$ cat config.mk
export PLATFORM = sky130hd
export DESIGN_NAME = instruction_fetch
export DESIGN_NICKNAME = d
export VERILOG_FILES = /design/src/rtl/riscv_fetch_pkg.sv /design/src/rtl/instruction_fetch.sv
export SDC_FILE = /design/constraint.sdc
export NUM_CORES = 1
export LEC_CHECK = 0
export CELL_PAD_IN_SITES_DETAIL_PLACEMENT = 1
export CELL_PAD_IN_SITES_GLOBAL_PLACEMENT = 1
export CORE_MARGIN = 8
export CORE_UTILIZATION = 39
export CTS_CLUSTER_SIZE = 16
export DETAILED_ROUTE_END_ITERATION = 16
export PLACE_DENSITY = 0.94
export SYNTH_ARGS = -nofsm -noshare
export SYNTH_HDL_FRONTEND = slang
export SYNTH_SLANG_ARGS = --single-unit
export TNS_END_PERCENT = 50
$ cat constraint.sdc
create_clock -name clock -period 12.6 [get_ports clock]
set_input_delay 1.89 -clock clock [delete_from_list [all_inputs] [get_ports clock]]
set_output_delay 1.89 -clock clock [all_outputs]
set_load 0.005 [all_outputs]
$ cat src/rtl/riscv_fetch_pkg.sv
// Types and constants shared by the fetch stage and its neighbours.
package riscv_fetch_pkg;

    localparam int XLEN        = 32;
    localparam int INSTR_BYTES = 4;

    // addi x0, x0, 0
    localparam logic [XLEN-1:0] NOP_INSTR = 32'h0000_0013;

    typedef enum logic [2:0] {
        IDLE,
        FETCH,
        HOLD,
        DRAIN,
        HALT
    } fetch_state_t;

    function automatic logic [XLEN-1:0] pc_incr(input logic [XLEN-1:0] pc);
        return pc + XLEN'(INSTR_BYTES);
    endfunction

endpackage

$ cat src/rtl/instruction_fetch.sv
// Fetch stage: owns the PC, keeps one imem read in flight, and feeds decode through a one-entry output register.
// Ack in cycle n gives out_valid in n+1; if out_ready is low at ack time the stage parks in HOLD with imem_req low.
module instruction_fetch
    import riscv_fetch_pkg::*;
#(
    parameter logic [XLEN-1:0] RESET_PC = 32'h0000_0000
) (
    input  logic            clock,
    input  logic            reset,
    output logic            imem_req,
    output logic [XLEN-1:0] imem_addr,
    input  logic            imem_ack,
    input  logic [XLEN-1:0] imem_rdata,
    input  logic            redirect_valid,
    input  logic [XLEN-1:0] redirect_pc,
    output logic            out_valid,
    input  logic            out_ready,
    output logic [XLEN-1:0] out_instruction,
    output logic [XLEN-1:0] out_pc,
    output logic            fetch_misaligned
);

    fetch_state_t    state, state_nxt;
    logic [XLEN-1:0] pc, pc_nxt;
    logic [XLEN-1:0] drain_addr, drain_addr_nxt;
    logic            halt_pending, halt_pending_nxt;
    logic            out_valid_nxt;
    logic [XLEN-1:0] out_instruction_nxt, out_pc_nxt;
    logic            misaligned_nxt;

    logic redir, redir_ok, redir_bad, fetch_ack;

    assign redir     = redirect_valid && (state != HALT);
    assign redir_ok  = redir && (redirect_pc[1:0] == 2'b00);
    assign redir_bad = redir && (redirect_pc[1:0] != 2'b00);
    assign fetch_ack = (state == FETCH) && imem_ack;

    // While draining, the bus must keep showing the address that was actually requested.
    assign imem_req  = (state == FETCH) || (state == DRAIN);
    assign imem_addr = (state == DRAIN) ? drain_addr : pc;

    always_comb begin
        state_nxt           = state;
        pc_nxt              = pc;
        drain_addr_nxt      = drain_addr;
        halt_pending_nxt    = halt_pending;
        out_valid_nxt       = out_valid;
        out_instruction_nxt = out_instruction;
        out_pc_nxt          = out_pc;
        misaligned_nxt      = fetch_misaligned;

        if (redir) begin
            out_valid_nxt = 1'b0;
        end else if (fetch_ack) begin
            out_valid_nxt       = 1'b1;
            out_instruction_nxt = imem_rdata;
            out_pc_nxt          = pc;
        end else if (out_valid && out_ready) begin
            out_valid_nxt = 1'b0;
        end

        if (redir_ok) begin
            pc_nxt = redirect_pc;
        end else if (fetch_ack && !redir) begin
            pc_nxt = pc_incr(pc);
        end

        if (redir_bad) begin
            misaligned_nxt = 1'b1;
        end

        case (state)
            IDLE: begin
                state_nxt = redir_bad ? HALT : FETCH;
            end
            FETCH: begin
                if (redir) begin
                    if (imem_ack) begin
                        state_nxt = redir_bad ? HALT : FETCH;
                    end else begin
                        state_nxt        = DRAIN;
                        drain_addr_nxt   = pc;
                        halt_pending_nxt = redir_bad;
                    end
                end else if (imem_ack) begin
                    // Decode's ready at ack time predicts whether the new word drains next cycle.
                    state_nxt = out_ready ? FETCH : HOLD;
                end
            end
            HOLD: begin
                if (redir_bad) begin
                    state_nxt = HALT;
                end else if (redir_ok || out_ready) begin
                    state_nxt = FETCH;
                end
            end
            DRAIN: begin
                if (redir_bad) begin
                    halt_pending_nxt = 1'b1;
                end
                if (imem_ack) begin
                    state_nxt = (halt_pending || redir_bad) ? HALT : FETCH;
                end
            end
            HALT: begin
                state_nxt = HALT;
            end
            default: begin
                state_nxt = IDLE;
            end
        endcase
    end

    always_ff @(posedge clock or posedge reset) begin
        if (reset) begin
            state            <= IDLE;
            pc               <= RESET_PC;
            drain_addr       <= RESET_PC;
            halt_pending     <= 1'b0;
            out_valid        <= 1'b0;
            out_instruction  <= '0;
            out_pc           <= '0;
            fetch_misaligned <= 1'b0;
        end else begin
            state            <= state_nxt;
            pc               <= pc_nxt;
            drain_addr       <= drain_addr_nxt;
            halt_pending     <= halt_pending_nxt;
            out_valid        <= out_valid_nxt;
            out_instruction  <= out_instruction_nxt;
            out_pc           <= out_pc_nxt;
            fetch_misaligned <= misaligned_nxt;
        end
    end

endmodule
==> reports/results.tsv, run 1 <==
metric	value	unit
Setup crit end kind	output pin	
Layout area overhead	39.33	%
Main synth FF type	dfrtp_1	
cts bufs inserted	17	
Max IR drop VDD	0.0001052	V
Leakage	0.003864	µW
CP max FO	32	
FMAX	220.9	MHz
final hold vios	0	
total vias in the final route	5166	
gr ovfl total	0	
Die X	142.1	µm
asr flop ratio synth	100.0	%
Setup CP Type	flip-flop to output pin	
Longest Clk Path Bufs	2	
CTS Sinks	134	
flops & latches, synth	134	
Yosys top cell by area	dfrtp_1	
Synth area leaders	dfrtp_1 54%, nand2_1 14%, mux2_2 11%	
Worst Tran Pin Value	796.6	ps
drt first pass iters	4	
maxcap violations	0	
fraction of layout instances using a drive strength above 1	13.28	%
mean post-synth cell area	9.810	µm²
fin. max-slew vios	0	
vias in the first global route	5686	
Hold Buf Count CTS	0	
Storage cell area	0.003353	mm²
data arrival time of the critical path	2640	ps
required time of the critical path	10710	ps
Power Density	230.0	mW/mm²
initial antenna violation count	1	
row count	46	
clock-pin transition on the worst setup and hold timing paths	60	ps
Initial DRC Count	201	
post-CTS sizing	0	
total routed wirelength	19480	µm
Cell Area, Synth	0.006200	mm²
CTS tree	built	
Post-Syn Nets	702	
final setup fails	0	
Setup TNS Final	0	ps
PortBufs	167	
Core Area	0.01571	mm²
worst hold path type	flip-flop to flip-flop	
register area share after synthesis	54.09	%
Yosys Warn Count	0	
Vias/cell	5.085	
htree depth	4	
Detailed Place HPWL	13770	µm
Initial Util	39.46	%
Synth cell types	46	
Clk Latency, worst-skew pair	420	ps
most common cell in the netlist	nand2_1	
crit share post-route	35.92	%
status	finished clean	
ANT nets after route	0	
drt wl/cell	19.17	µm
Total GRT Usage	19.92	%
EDFF count, synth	0	
I/O Pins	168	
nets	855	
first-pass GRT wire length	31370	µm
fillers	1721	
Setup Buffers After CTS	0	
minimum clock period after layout	4526	ps
worst relative slew slack	46.89	%
Die ar.	0.02019	mm²
drt drc	0	
share of the synthesized area in the top cell type	54.09	%
final core utilization	54.98	%
Power, Total	1987	µW
RSZ-0062 raised after global routing	no	
largest net degree at the start of global routing	87	
Worst Skew	7.052	ps
gpl congestion	0.7589	
cells after synthesis	632	
Multi-input gate area	0.002640	mm²
CP Launch Type	flip-flop	
Commonest cells post-synth	228 x nand2_1, 134 x dfrtp_1, 60 x mux2_2, 18 x buf_2, 18 x o21ai_0	
Root Driver	clkbuf_16	
Die Ht	142.1	µm
## cell families (layout without fill, tap and decap cells)
| group | after synthesis | after routing | synth area share (%) |
|---|---|---|---|
| AOI/OAI and AO/OA | 57 | 57 | 5.671 |
| xor gates and xnor gates | 19 | 19 | 2.684 |
| adders and majority gates | 1 | 1 | 0.2018 |
| buffers and inverters | 46 | 212 | 3.451 |
| DFF | 134 | 134 | 54.09 |
| muxes | 61 | 61 | 11.06 |
| other | 0 | 2 | 0 |
| and+or+nand+nor | 314 | 314 | 22.85 |
## cells in the final DEF (no fill, tap or decap), types with 4 or more instances in the layout
cell	Yosys	routed
buf_4	3	6
xor2_1	14	14
and3_1	5	5
o21ai_0	18	18
and2_1	6	6
nand4_1	17	17
a21oi_1	7	7
dfrtp_1	134	134
clkbuf_8	0	5
xnor2_1	5	5
nand2b_1	4	4
nand2_1	228	228
nor2_1	16	15
inv_1	7	6
clkdlybuf4s50_1	0	167
mux2_2	60	60
nor3_1	4	4
clkbuf_16	0	17
o211ai_1	5	5
nand3_1	12	12
o21ai_1	10	10
## critical path, stage by stage (launching register included)
cell and delay, ps:
dfrtp_1 500, nand2b_1 210, inv_1 100, nand2_1 80
buf_4 430, mux2_2 400, clkdlybuf4s50_1 470
## final timing paths
| kind | from | end | slack, ps | cells after the start |
|---|---|---|---|---|
| setup reg to reg | state[1] | pc[8] | 9990 | 6 |
| max in group asynchronous | reset | pc[29] | 9380 | 3 |
| hold reg to reg | out_pc[28] | out_pc[28] | 470 | 2 |
| setup / recovery | state[0] | imem_addr[28] | 8070 | 6 |
| min in group asynchronous | reset | out_instruction[3] | 2050 | 2 |
| hold / removal | out_pc[28] | out_pc[28] | 470 | 2 |
## where the power goes
part	total, µW	internal [µW]	switching (µW)	leakage [µW]
combinational	695	409	286	0.00188
sequential	773	609	164	0.00168
clock	518	337	181	0.000303
## layout make-up
type                    count  share of cell area (%)
diodes                      2                 0.05794
clock buffers              25                   5.852
clock inverters             7                   1.347
inverters                   7                  0.3621
multi-input cells         452                   30.56
flip-flops and latches    134                   38.82
well taps                 216                   3.129
repair buffers            173                   19.87
## sequential cells by signal, indices dropped and copies added (netlist names)
name and flops:
state 3, halt_pending 1, out_instruction 32, pc 32, out_valid 1, fetch_misaligned 1, drain_addr 32, out_pc 32
## metal layers
layer	track usage [%]	wire length, µm	part of all wire, %	up-vias
met4	8.027	352	1.8	0
met1	24.07	8522	44	2595
met2	33.95	9747	50	125
met3	4.160	858	4.4	23
li1	-	-	-	2423
met5	0	0	0	-
## metrics by stage
step / hold slack (ps) / std cells / instance area, µm² / worst slack, ps
finish: 472.7 / 1016 / 8638 / 8074
detailed placement: 462.6 / 982 / 8011 / 8053
CTS: 477.5 / 1014 / 8633 / 8045
floorplan: 446.0 / 632 / 6200 / 7127
global placement: 455.4 / 982 / 8011 / 8174
global route: 498.0 / 1015 / 8636 / 7911
Power figures use the tool's default switching activity.
==> run 2, diff against run 1 <==
CORE_UTILIZATION = 37   (was 39)
PLACE_DENSITY = 0.9   (was 0.94)
clock period = 4.6 ns   (was 12.6 ns; I/O delays follow)
==> reports/results.tsv, run 2 (same netlist as run 1, synthesis figures left out) <==
metric	value	unit	change
row count	47		+2.2%
I/O Pins	168		unchanged
most common cell after layout, fill and taps aside	nand2_1		
Total GRT Usage	18.80	%	-1.1 points
crit share post-route	76.32	%	
CTS Sinks	134		unchanged
drt drc	0		unchanged
first-pass GRT wire length	31710	µm	+1.1%
worst relative slew slack	39.17	%	-7.7 points
total vias in the final route	5145		-0.41%
CP Launch Type	flip-flop		
minimum clock period after layout	3511	ps	
PortBufs	167		unchanged
vias in the first global route	5603		-1.5%
maxcap violations	0		unchanged
nets	856		+0.12%
Area after DPL	0.008026	mm²	+0.19%
Leakage	0.003840	µW	-0.62%
htree depth	4		unchanged
Power Density	620.8	mW/mm²	+170%
Setup CP Type	flip-flop to output pin		
Die X	145.4	µm	+2.4%
Setup TNS Final	0	ps	unchanged
status	finished clean		
required time of the critical path	3910	ps	-6800 ps
RSZ-0062 raised after global routing	no		
total routed wirelength	19590	µm	+0.56%
most frequent cells in the layout	227 x nand2_1, 167 x clkdlybuf4s50_1, 134 x dfrtp_1		
data arrival time of the critical path	2820	ps	+180 ps
Vias/cell	5.054		-0.60%
Core Area	0.01647	mm²	+4.8%
drt wl/cell	19.24	µm	+0.36%
Longest Clk Path Bufs	2		unchanged
Root Driver	clkbuf_16		
Detailed Place HPWL	13930	µm	+1.1%
Die ar.	0.02115	mm²	+4.8%
initial antenna violation count	1		unchanged
worst path cell trace	nand2b_1 > inv_1 > nand2_2 > mux2_2 > clkdlybuf4s50_1		
Worst Tran Pin Value	909.7	ps	+113.1 ps
final hold vios	0		unchanged
Clk Latency, worst-skew pair	410	ps	about the same
largest net degree at the start of global routing	84		-3.4%
Die Ht	145.4	µm	+2.4%
post-CTS sizing	0		unchanged
ANT nets after route	0		unchanged
Setup Buffers After CTS	0		unchanged
Worst Skew	6.957	ps	-0.09514 ps
gr ovfl total	0		unchanged
fin. max-slew vios	0		unchanged
gpl congestion	0.7519		-0.92%
Hold Buf Count CTS	0		unchanged
Initial Util	37.65	%	-1.8 points
fraction of layout instances using a drive strength above 1	13.05	%	-0.23 points
Setup crit end kind	output pin		
FMAX	284.8	MHz	
Finished Cell Area	0.008593	mm²	-0.52%
CP max-delay cell	dfrtp_1		
Max IR drop VDD	0.0002724	V	+160%
Max stage delay on crit path	560	ps	+60 ps
Layout area overhead	38.61	%	
Initial DRC Count	184		-8.5%
CTS tree	built		
final setup fails	0		unchanged
cts bufs inserted	17		unchanged
worst hold path type	flip-flop to flip-flop		
drt first pass iters	4		unchanged
clock-pin transition on the worst setup and hold timing paths	60	ps	about the same
CP max FO	32		unchanged
-- run 2: changes by cell type in the layout (fill, tap and decap cells not counted), sizes merged --
| cell | previous run | this run |
|---|---|---|
| clkbuf | 25 | 28 |
| clkinv | 3 | 0 |
| bufinv | 3 | 1 |
| buf | 6 | 7 |
| diode | 2 | 1 |
-- run 2: path summary, 6_finish.rpt --
check                                          from             endpoint  slack, ps  cells past startpoint
worst max-delay path                       state[0]         imem_addr[6]       1090                      5
worst min register to register  out_instruction[18]  out_instruction[18]        470                      2
worst max register to register             state[0]        drain_addr[5]       2140                      5
max in group asynchronous                     reset               pc[21]       2890                      3
min in group asynchronous                     reset  out_instruction[20]        820                      2
worst min-delay path            out_instruction[18]  out_instruction[18]        470                      2
-- run 2: power breakdown --
group	switching [µW]	internal, µW	total [µW]
clock	486	825	1310
combinational	788	1120	1910
sequential	446	1670	2110
total	1720	3620	5330
-- run 2: critical path: cells and delay by family, from the launching register on --
kind | cells | cell delay, ps
flip-flops | 1 | 560
multiplexers | 1 | 480
AND/OR/NAND/NOR | 2 | 680
buffers and inverters | 2 | 670
-- run 2: per-stage QoR --
step	hold slack (ps)	total power [µW]	std cells	utilization, %	worst slack, ps
finish	472.0	5335	1018	52.19	1089
global route	483.3	5674	1018	52.19	876.8
CTS	477.6	5409	1017	52.17	1057
detailed placement	463.3	4056	987	48.75	1158
global placement	455.6	3940	987	48.75	1247
floorplan	446.0	2894	632	-	327.2
-- run 2: cell type report --
class,count,area (µm²)
flip-flops and latches,134,3353
diodes,1,2.502
well taps,220,275.3
clock inverters,2,37.54
fillers,1837,7873
clock buffers,28,526.8
inverters,7,31.28
multi-input cells,452,2643
repair buffers,174,1724
-- run 2: routing by layer --
metal | vias up | routed length (µm) | global-route usage (%)
li1 | 2418 | - | -
met1 | 2571 | 8559 | 22.75
met3 | 26 | 922 | 5.068
met5 | - | 0 | 0
met2 | 130 | 9735 | 31.78
met4 | 0 | 371 | 6.403
==> run 3, diff against run 2 <==
CORE_UTILIZATION = 33   (was 37)
PLACE_DENSITY = 0.85   (was 0.9)
clock period = 2.82 ns   (was 4.6 ns; I/O delays follow)
==> reports/results.tsv, run 3 (same netlist as run 1, synthesis figures left out) <==
metric	value	unit	change
most common cell after layout, fill and taps aside	nand2_1		
Worst Tran Pin Value	546.5	ps	-363.2 ps
Vias/cell	4.956		-1.9%
first-pass GRT wire length	31660	µm	-0.15%
Max IR drop VDD	0.0005270	V	+93%
Worst Skew	6.875	ps	-0.08158 ps
Hold Buf Count CTS	0		unchanged
htree depth	4		unchanged
vias in the first global route	5729		+2.2%
required time of the critical path	2400	ps	-1510 ps
gpl congestion	0.7783		+3.5%
worst hold path type	input port to asynchronous set/reset pin		
minimum clock period after layout	2722	ps	
Core Area	0.01858	mm²	+13%
drt drc	0		unchanged
data arrival time of the critical path	2300	ps	-520 ps
final setup fails	0		unchanged
fraction of layout instances using a drive strength above 1	15.11	%	+2.1 points
CTS tree	built		
clock-pin transition on the worst setup and hold timing paths	60	ps	about the same
most frequent cells in the layout	227 x nand2_1, 167 x clkdlybuf4s50_1, 133 x dfrtp_1		
Min Hold Slack	354.7	ps	-117.3 ps
drt wl/cell	18.34	µm	-4.7%
row count	50		+6.4%
ANT nets after route	0		unchanged
Die Ht	153.1	µm	+5.2%
nets	873		+2.0%
Setup TNS Final	0	ps	unchanged
Initial Util	33.37	%	-4.3 points
RSZ-0062 raised after global routing	no		
fillers	2059		+12%
drt first pass iters	4		unchanged
Detailed Place HPWL	14030	µm	+0.76%
Root Driver	clkbuf_16		
Power Density	980.6	mW/mm²	+58%
CTS Sinks	134		unchanged
Die X	153.1	µm	+5.2%
worst relative slew slack	63.45	%	+24 points
Area after DPL	0.008225	mm²	+2.5%
Leakage	0.003933	µW	+2.4%
CP max FO	16		-50%
Initial DRC Count	245		+33%
fin. max-slew vios	0		unchanged
maxcap violations	0		unchanged
largest net degree at the start of global routing	56		-33%
total vias in the final route	5199		+1.0%
total routed wirelength	19240	µm	-1.8%
cts bufs inserted	17		unchanged
gr ovfl total	0		unchanged
FMAX	367.4	MHz	
crit share post-route	96.51	%	
status	finished clean		
Finished Cell Area	0.008773	mm²	+2.1%
I/O Pins	168		unchanged
CP Launch Type	flip-flop		
Clk Latency, worst-skew pair	420	ps	about the same
Total GRT Usage	16.93	%	-1.9 points
Layout area overhead	41.51	%	
final hold vios	0		unchanged
Longest Clk Path Bufs	2		unchanged
Setup CP Type	flip-flop to output pin		
Setup crit end kind	output pin		
Die ar.	0.02343	mm²	+11%
initial antenna violation count	1		unchanged
PortBufs	167		unchanged
[run 3: per-stage QoR]
step | total power (µW) | setup slack (ps) | instances | util, %
floorplan | 4722 | 731.8 | 632 | -
global placement | 6489 | 387.7 | 1017 | 44.27
detailed placement | 6642 | 339.1 | 1017 | 44.27
CTS | 8733 | 58.67 | 1048 | 47.20
global route | 9204 | 4.593 | 1049 | 47.22
finish | 8603 | 98.39 | 1049 | 47.22
[run 3: worst paths after layout]
| path | from | endpoint | slack, ps | depth (start not counted) |
|---|---|---|---|---|
| setup / recovery | state[2] | imem_addr[26] | 100 | 6 |
| hold / removal | reset | out_instruction[3] | 350 | 2 |
| setup reg to reg | state[1] | pc[26] | 780 | 5 |
| hold reg to reg | fetch_misaligned | fetch_misaligned | 460 | 1 |
| max in group asynchronous | reset | state[0] | 1820 | 3 |
| min in group clock | fetch_misaligned | fetch_misaligned | 460 | 1 |
[run 3: cell type report]
| class | count | area, µm² | share of cell area [%] |
|---|---|---|---|
| clock buffer | 26 | 509.2 | 5.804 |
| sequential | 134 | 3354 | 38.23 |
| multi-input combinational | 452 | 2643 | 30.12 |
| antenna | 1 | 2.502 | 0.02852 |
| tap | 234 | 292.8 | 3.337 |
| inverter | 7 | 30.03 | 0.3423 |
| timing repair buffer | 191 | 1922 | 21.91 |
| clock inverter | 4 | 20.02 | 0.2282 |
[run 3: timing repair]
action,4_1_cts,5_1_grt
pin swaps,0,0
gates resized for setup,2,1
buffers inserted,1,0
endpoints found under the setup margin,32,12
[run 3: worst max-delay path, cell delays in order, from the launching register on]
cell,delay (ps)
dfrtp_1,470
nand2b_1,170
inv_1,80
nand2_2,100
buf_6,200
mux2_2,360
clkdlybuf4s50_1,480
[run 3: where the power goes]
group          internal (µW)  switching [µW]  total (µW)
clock                   1230             797        2020
combinational           1890            1280        3160
sequential              2720             695        3420
[run 3: layer usage]
| metal | wire, µm | track usage [%] |
|---|---|---|
| met4 | 315 | 6.362 |
| met2 | 9378 | 28.01 |
| met3 | 1097 | 4.962 |
| met5 | 0 | 0 |
| met1 | 8451 | 20.53 |
